File: src/rtl/bcd_pkg.sv
// Shared types and digit helpers for the serial BCD adder/subtractor.
// State enum, digit width and per-digit utility functions.
package bcd_pkg;

  localparam int BCD_W = 4;

  typedef enum logic [1:0] {
    IDLE = 2'd0,
    RUN  = 2'd1,
    DONE = 2'd2
  } state_t;

  function automatic logic [BCD_W-1:0] nines_comp(
    input logic [BCD_W-1:0] digit
  );
    return 4'd9 - digit;
  endfunction

  function automatic logic digit_valid(
    input logic [BCD_W-1:0] digit
  );
    return digit <= 4'd9;
  endfunction

endpackage

File: src/rtl/bcd_digit_adder.sv
// Single-digit BCD adder with decimal (+6) correction.
// Purely combinational; chained by the top for multi-digit groups.
module bcd_digit_adder
  import bcd_pkg::*;
(
  input  logic [BCD_W-1:0] a,
  input  logic [BCD_W-1:0] b,
  input  logic             cin,
  output logic [BCD_W-1:0] sum,
  output logic             cout
);

  logic [BCD_W:0] bin;
  logic [BCD_W:0] fix;

  always_comb begin
    bin  = {1'b0, a} + {1'b0, b} + {4'd0, cin};
    fix  = bin + 5'd6;
    cout = bin > 5'd9;
    sum  = cout ? fix[BCD_W-1:0] : bin[BCD_W-1:0];
  end

endmodule

File: src/rtl/bcd_addsub_serial.sv
// Digit-serial BCD add/subtract: DPC digits per cycle, LSD first.
// Subtract uses the 9's complement of B with the carry seeded by Sub.
module bcd_addsub_serial
  import bcd_pkg::*;
#(
  parameter int N   = 3,
  parameter int DPC = 1
) (
  input  logic             clk,
  input  logic             rst,
  input  logic             in_valid,
  output logic             in_ready,
  input  logic [4*N-1:0]   A_in,
  input  logic [4*N-1:0]   B_in,
  input  logic             Cin_in,
  input  logic             Sub_in,
  output logic             out_valid,
  input  logic             out_ready,
  output logic [4*N-1:0]   Sum_out,
  output logic             Cout_out,
  output logic             Err_out
);

  localparam int W     = BCD_W * N;
  localparam int GW    = BCD_W * DPC;
  localparam int STEPS = N / DPC;
  localparam int CW    = (STEPS > 1) ? $clog2(STEPS) : 1;

  state_t state_q, state_d;

  logic [W-1:0]  a_q, b_q, acc_q;
  logic [W-1:0]  b_cap, acc_next;
  logic          carry_q, err_q, in_err;
  logic [CW-1:0] cnt_q;
  logic          accept, last;

  logic [DPC:0]  c;
  logic [GW-1:0] grp_sum;

  assign accept = in_valid && in_ready;
  assign last   = cnt_q == CW'(STEPS - 1);

  always_comb begin
    b_cap  = '0;
    in_err = 1'b0;
    for (int i = 0; i < N; i++) begin
      b_cap[i*BCD_W +: BCD_W] = Sub_in
        ? nines_comp(B_in[i*BCD_W +: BCD_W])
        : B_in[i*BCD_W +: BCD_W];
      in_err = in_err
        | !digit_valid(A_in[i*BCD_W +: BCD_W])
        | !digit_valid(B_in[i*BCD_W +: BCD_W]);
    end
  end

  assign c[0] = carry_q;

  for (genvar g = 0; g < DPC; g++) begin : g_dig
    bcd_digit_adder u_add (
      .a    (a_q[g*BCD_W +: BCD_W]),
      .b    (b_q[g*BCD_W +: BCD_W]),
      .cin  (c[g]),
      .sum  (grp_sum[g*BCD_W +: BCD_W]),
      .cout (c[g+1])
    );
  end

  // New digits enter at the top so the LSD group ends up at bit 0.
  assign acc_next = W'({grp_sum, acc_q} >> GW);

  always_ff @(posedge clk or posedge rst) begin
    if (rst) state_q <= IDLE;
    else     state_q <= state_d;
  end

  always_comb begin
    state_d = state_q;
    unique case (state_q)
      IDLE:    if (accept)    state_d = RUN;
      RUN:     if (last)      state_d = DONE;
      DONE:    if (out_ready) state_d = IDLE;
      default:                state_d = IDLE;
    endcase
  end

  always_comb begin
    in_ready  = state_q == IDLE;
    out_valid = state_q == DONE;
  end

  always_ff @(posedge clk or posedge rst) begin
    if (rst) begin
      a_q      <= '0;
      b_q      <= '0;
      acc_q    <= '0;
      carry_q  <= 1'b0;
      err_q    <= 1'b0;
      cnt_q    <= '0;
      Sum_out  <= '0;
      Cout_out <= 1'b0;
      Err_out  <= 1'b0;
    end else if (accept) begin
      a_q     <= A_in;
      b_q     <= b_cap;
      acc_q   <= '0;
      carry_q <= Cin_in ^ Sub_in;
      err_q   <= in_err;
      cnt_q   <= '0;
    end else if (state_q == RUN) begin
      a_q     <= a_q >> GW;
      b_q     <= b_q >> GW;
      acc_q   <= acc_next;
      carry_q <= c[DPC];
      cnt_q   <= cnt_q + 1'b1;
      if (last) begin
        Sum_out  <= err_q ? '0 : acc_next;
        Cout_out <= !err_q && c[DPC];
        Err_out  <= err_q;
      end
    end
  end

endmodule

File: config.mk
export PLATFORM = sky130hd
export DESIGN_NAME = bcd_addsub_serial
export DESIGN_NICKNAME = d
export VERILOG_FILES = /design/src/rtl/bcd_pkg.sv /design/src/rtl/bcd_digit_adder.sv /design/src/rtl/bcd_addsub_serial.sv
export SDC_FILE = /design/constraint.sdc
export NUM_CORES = 1
export LEC_CHECK = 0
export CORE_ASPECT_RATIO = 2
export CORE_MARGIN = 2
export CORE_UTILIZATION = 54
export CTS_BUF_LIST = sky130_fd_sc_hd__clkbuf_4 sky130_fd_sc_hd__clkbuf_8
export CTS_CLUSTER_SIZE = 28
export DETAILED_ROUTE_END_ITERATION = 6
export PLACE_DENSITY = 0.8
export SYNTH_ARGS = -nofsm -noshare
export SYNTH_HDL_FRONTEND = slang
export SYNTH_SLANG_ARGS = --single-unit
File: constraint.sdc
create_clock -name clk -period 3.4 [get_ports clk]
set_input_delay 0.68 -clock clk [delete_from_list [all_inputs] [get_ports clk]]
set_output_delay 0.68 -clock clk [all_outputs]
set_load 0.02 [all_outputs]
## Yosys cells after proc, flatten, opt, wreduce, memory -nomap -nowiden

Index checks and enable logic that the tools add are counted.

- Register bits: 56
- Logic and storage cells: 69
- Output and inout port bits: 16
- Input bits: 30

- $lt $le $gt $ge: 7
- Mux-type cells: 19
- Reductions and logical operators: 13
- Bitwise operators: 7
- Equality and inequality tests: 6
- $add $sub $neg: 7

Operator list:

| kind | count |
|---|---|
| 2-to-1 mux 12 bit | 7 |
| <= comparator 4 bit, second input constant | 6 |
| 2-to-1 mux 4 bit | 4 |
| subtractor 4 bit, first input constant | 3 |
| 2-to-1 mux 2 bit | 5 |
| zero test 1 bit | 7 |
| one-hot mux 2 bit (3 select lines) | 1 |
| AND reduction 3 bit | 2 |
| adder 4 x 4 -> 5 bit | 1 |
| adder 5 x 1 -> 5 bit | 1 |
| greater-than comparator 5 x 4 -> 1 bit, second input constant | 1 |
| bitwise OR 1 bit | 5 |
| adder 4 x 3 -> 4 bit, second input constant | 1 |
| == test 2 bit, second input constant | 2 |
| != test 2 x 1 -> 1 bit, second input constant | 2 |
| adder 2 x 1 -> 2 bit, second input constant | 1 |
| == test 2 x 1 -> 1 bit, second input constant | 1 |
| logical AND 1 bit | 2 |
| zero test 2 bit | 1 |
| 2-to-1 mux 1 bit | 2 |
| != test 2 bit, second input constant | 1 |
| nonzero test 2 bit | 1 |
| inverter 1 bit | 1 |
| XOR 1 bit | 1 |

## Longest topological paths before layout

- Depth in word-level cells: 7
- Gate-level depth with buffers: 8

## Hierarchy

From an unflattened synthesis, not the netlist that was laid out.

- Cells, all modules: 273
- Area, all modules: 2625.0 sq um

Modules (own cells, without submodules):

| module | area an instance (sq um) | instances | cells each | sequential area each (sq um) |
|---|---|---|---|---|
| bcd_addsub_serial | 2413.6 | 1 | 251 | 1301.2 |
| bcd_digit_adder | 211.5 | 1 | 22 | 0.0 |

## Worst setup path before layout

OpenSTA, ideal clock, no wires.

- Kind: reg2reg
- Start: reg a_q[0]
- End: reg Sum_out[10]
- Setup slack: 0.717 ns
- Cell stages (with the launch flop): 9
- Data arrival time: 2.588 ns
- Path through: dfrtp_1 -> fa_1 -> fa_1 -> xnor2_1 -> ha_1 -> nor2b_1 -> o41ai_4 -> mux2_2 -> o31ai_1

- Word-level cells in the longest chain between the ends: 5

Ends and longest elaborated chain:

| what | line | source |
|---|---|---|
| start, declared | bcd_addsub_serial.sv:31 | `logic [W-1:0] a_q, b_q, acc_q;` |
| start signal, assigned | bcd_addsub_serial.sv:103 | `a_q <= A_in;` |
| start signal, assigned | bcd_addsub_serial.sv:110 | `a_q <= a_q >> GW;` |
| adder 4 x 4 -> 5 bit * | bcd_digit_adder.sv:17 | `bin = {1'b0, a} + {1'b0, b} + {4'd0, cin};` |
| adder 5 x 1 -> 5 bit * | bcd_digit_adder.sv:17 |  |
| adder 4 x 3 -> 4 bit or greater-than comparator 5 x 4 -> 1 bit (tied branches) | bcd_digit_adder.sv:18, bcd_digit_adder.sv:19 |  |
| 2-to-1 mux 4 bit * | bcd_digit_adder.sv:20 | `sum = cout ? fix[BCD_W-1:0] : bin[BCD_W-1:0];` |
| 2-to-1 mux 12 bit * | bcd_addsub_serial.sv:116 | `Sum_out <= err_q ? '0 : acc_next;` |
| end signal, assigned | bcd_addsub_serial.sv:116 |  |
| end, declared | bcd_addsub_serial.sv:19 | `output logic [4*N-1:0] Sum_out,` |

Every way passes the cells marked *; elsewhere a longest branch is shown, timed or not.
A chain may end at the register's enable or synchronous reset.

## Worst setup path after layout

Same ends and word-level chain as after synthesis.

==> metrics <==
Post-DP HPWL 4370 µm; largest net degree at the start of global routing 29; post-synth net total 310; RSZ-0062 raised after global routing no; sequential-to-total area share from yosys stat 50.7%; WL/cell 15.3 µm; clk buf depth 2; Initial Util 55.8%; synthesized cell area 2570 µm²; initial antenna violation count 0; Top cell by count, worst path fa_1; critical path fanouts, max 4; CP Data Required Time 3630 ps; vias in the first global route 2134; clock power share 12.6%; die area 5350 µm²; die width 52.7 µm; Hold WC Path Type flop to flop; slew margin rel. 53.2%; met3 usage 3.10%; Fin. Hold Viols 0; CTS Buf Count 5; vias per cell 5.67; final core occ 69.1%; share of cells above drive strength 1 7.30%; CP Capture Type flop; sw frac 42.3%; Switch Pwr 1.20 mW; CP max stage delay 480 ps; clk_skew 17.5 ps; Max Cap Viol 0; Internal 1.64 mW; Layout area overhead 23.9%; Seq pwr share 36.5%; Combinational Power Share 50.8%; Synth Warn # 0; Post-CTS Hold Buffers 0; worst vdd ir 0.000638 V; static leakage 1.40 nW; Crit path max-delay family adder cells; H-Tree Depth 2; PD cells 895 nW/µm²; gr ovfl total 0; Distinct cells, synth 30; Final #Nets 354; latest clock arrival within the worst-skew pair 310 ps; Mapped Cells 270; Yosys reg bits 52; CP Cell Sequence fa_1 > fa_1 > xnor2_1 > ha_1 > nor2b_1 > o41ai_4 > mux2_2 > o31ai_1; drt pass-1 iters 5; grt met2 use 44.8%; Post-CTS Resized 0; Iter 0 DRT Violations 49; worst-margin pin slew 703 ps; Fin Setup TNS 0 ps; FILL cells 379; final WL 5680 µm; GR peak layer met2; num rows 35; Final setup viols 0; CP Launch Type flop; via count 2097; IO Port Bufs 45; Setup Fix Bufs, Post-CTS 0; crit path time final 2980 ps; Detail Route Antenna Nets 0; crit path max-delay cell type fa_1; CTS clk-pin slew, worst paths 100 ps; outcome completed; CTS tree yes; core area 4600 µm²; Final Cycle Share 87.6%; fmax 336 MHz; fin. max-slew vios 0; Num Clock Sinks 52; Setup CP Type flop to flop; n_diodes 0; gpl congestion 0.789; Clock Tree Root clkbuf_8; Ports 46; met1 usage in global routing 27.9%; die height 101 µm; worst path bufs/invs 0; Total Power 2.85 mW; first-pass GRT wire length 9730 µm; # DRC 0; syn_area_per_cell 9.50 µm²; Tot GR Track Use 24.5%; Worst Path Arrival 3210 ps
[layout by cell type (no fill, tap or decap), drive strengths merged, types with 6 or more instances in the layout]
| master | instances |
|---|---|
| a22o | 6 |
| inv | 13 |
| dfrtp | 52 |
| buf | 9 |
| nand3 | 10 |
| nand2 | 53 |
| clkdlybuf4s50 | 45 |
| ha | 8 |
| a22oi | 18 |
| nand2b | 12 |
| o21ai | 45 |
[state kept, by name (all words and copies together), names as in the netlist]
register	flops
state_q	2
a_q	12
carry_q	1
Err_out	1
err_q	1
Sum_out	12
cnt_q	2
acc_q	8
b_q	12
Cout_out	1
[through the flow]
| step | worst slack, ps | hold slack [ps] | cells | area, µm² |
|---|---|---|---|---|
| 2_1_floorplan | 717 | 450 | 270 | 2570 |
| 3_3_place_gp | 606 | 461 | 362 | 3090 |
| 3_5_place_dp | 456 | 470 | 362 | 3090 |
| 4_1_cts | 419 | 493 | 370 | 3180 |
| 5_1_grt | 285 | 522 | 370 | 3180 |
| 6_report | 422 | 487 | 370 | 3180 |
[synthesized netlist by cell type]
library cell | number | area (µm²)
a2111oi_0 | 1 | 8.76
a21o_2 | 1 | 8.76
a21oi_1 | 4 | 20.0
a222oi_1 | 1 | 10.0
a22o_1 | 6 | 52.6
a22oi_1 | 18 | 135
a31oi_1 | 1 | 6.26
and3_1 | 1 | 6.26
and3_4 | 1 | 11.3
buf_1 | 1 | 3.75
clkbuf_1 | 16 | 60.1
dfrtp_1 | 52 | 1300
fa_1 | 2 | 40.0
ha_1 | 8 | 100
inv_1 | 12 | 45.0
mux2_2 | 2 | 22.5
mux2i_1 | 1 | 10.0
nand2_1 | 53 | 199
nand2b_1 | 12 | 75.1
nand3_1 | 10 | 50.1
nor2_1 | 3 | 11.3
nor2b_1 | 5 | 31.3
nor3_1 | 1 | 5.00
o21ai_0 | 45 | 225
o21bai_1 | 1 | 7.51
o22ai_1 | 1 | 6.26
o31ai_1 | 1 | 7.51
o41ai_4 | 1 | 27.5
xnor2_1 | 5 | 43.8
xor2_1 | 4 | 35.0
[worst register-to-register path, cell delays in order (launching register included)]
cell and delay (ps):
dfrtp_1 420, fa_1 480, fa_1 440, xnor2_1 200, ha_1 250, nor2b_1 160, o41ai_4 350, mux2_2 420
o31ai_1 190
[logic make-up (layout without fill, tap and decap cells)]
| kind of cell | count (synthesis) | count (layout) | synth area share [%] |
|---|---|---|---|
| simple gates | 86 | 86 | 15.2 |
| compound gates | 81 | 81 | 20.1 |
| flops | 52 | 52 | 50.7 |
| buf+inv | 29 | 74 | 4.24 |
| fa+ha+maj | 10 | 10 | 5.46 |
| xor+xnor | 9 | 9 | 3.07 |
| mux | 3 | 3 | 1.27 |
[path summary, 6_finish.rpt]
check                      startpoint          end  slack [ps]  cells past startpoint
max in group asynchronous         rst      carry_q        2020                      3
max reg2reg                    a_q[0]  Sum_out[10]         420                      8
min                        Sum_out[0]   Sum_out[0]         490                      2
max                            a_q[0]  Sum_out[10]         420                      8
min reg2reg                Sum_out[0]   Sum_out[0]         490                      2
min in group asynchronous         rst     acc_q[4]         730                      2
[area by class of cell]
type	count	area (µm²)	area share [%]
Clock buffer	5	68.8	2.16
Clock inverter	3	21.3	0.669
Inverter	12	45.0	1.42
Multi-Input combinational cell	189	1160	36.4
Sequential cell	52	1300	40.9
Tap cell	55	68.8	2.16
Timing Repair Buffer	54	518	16.3
[metal layers]
metal	vias to the layer above	part of all wire, %	wire (µm)
met4	0	2.6	148
met1	1015	37	2130
met2	52	57	3260
met3	13	2.4	138
li1	1017	-	-
met5	-	0	0
[power groups by stage]
stage | sequential (mW) | clock, mW | combinational (mW)
floorplan | 1.04 | 0 | 0.982
CTS | 1.04 | 0.361 | 1.45
detailed placement | 1.05 | 0 | 1.44
finish | 1.04 | 0.359 | 1.45
global route | 1.07 | 0.392 | 1.60
global placement | 1.04 | 0 | 1.37
Note: power is estimated with default switching activity, not from simulation.
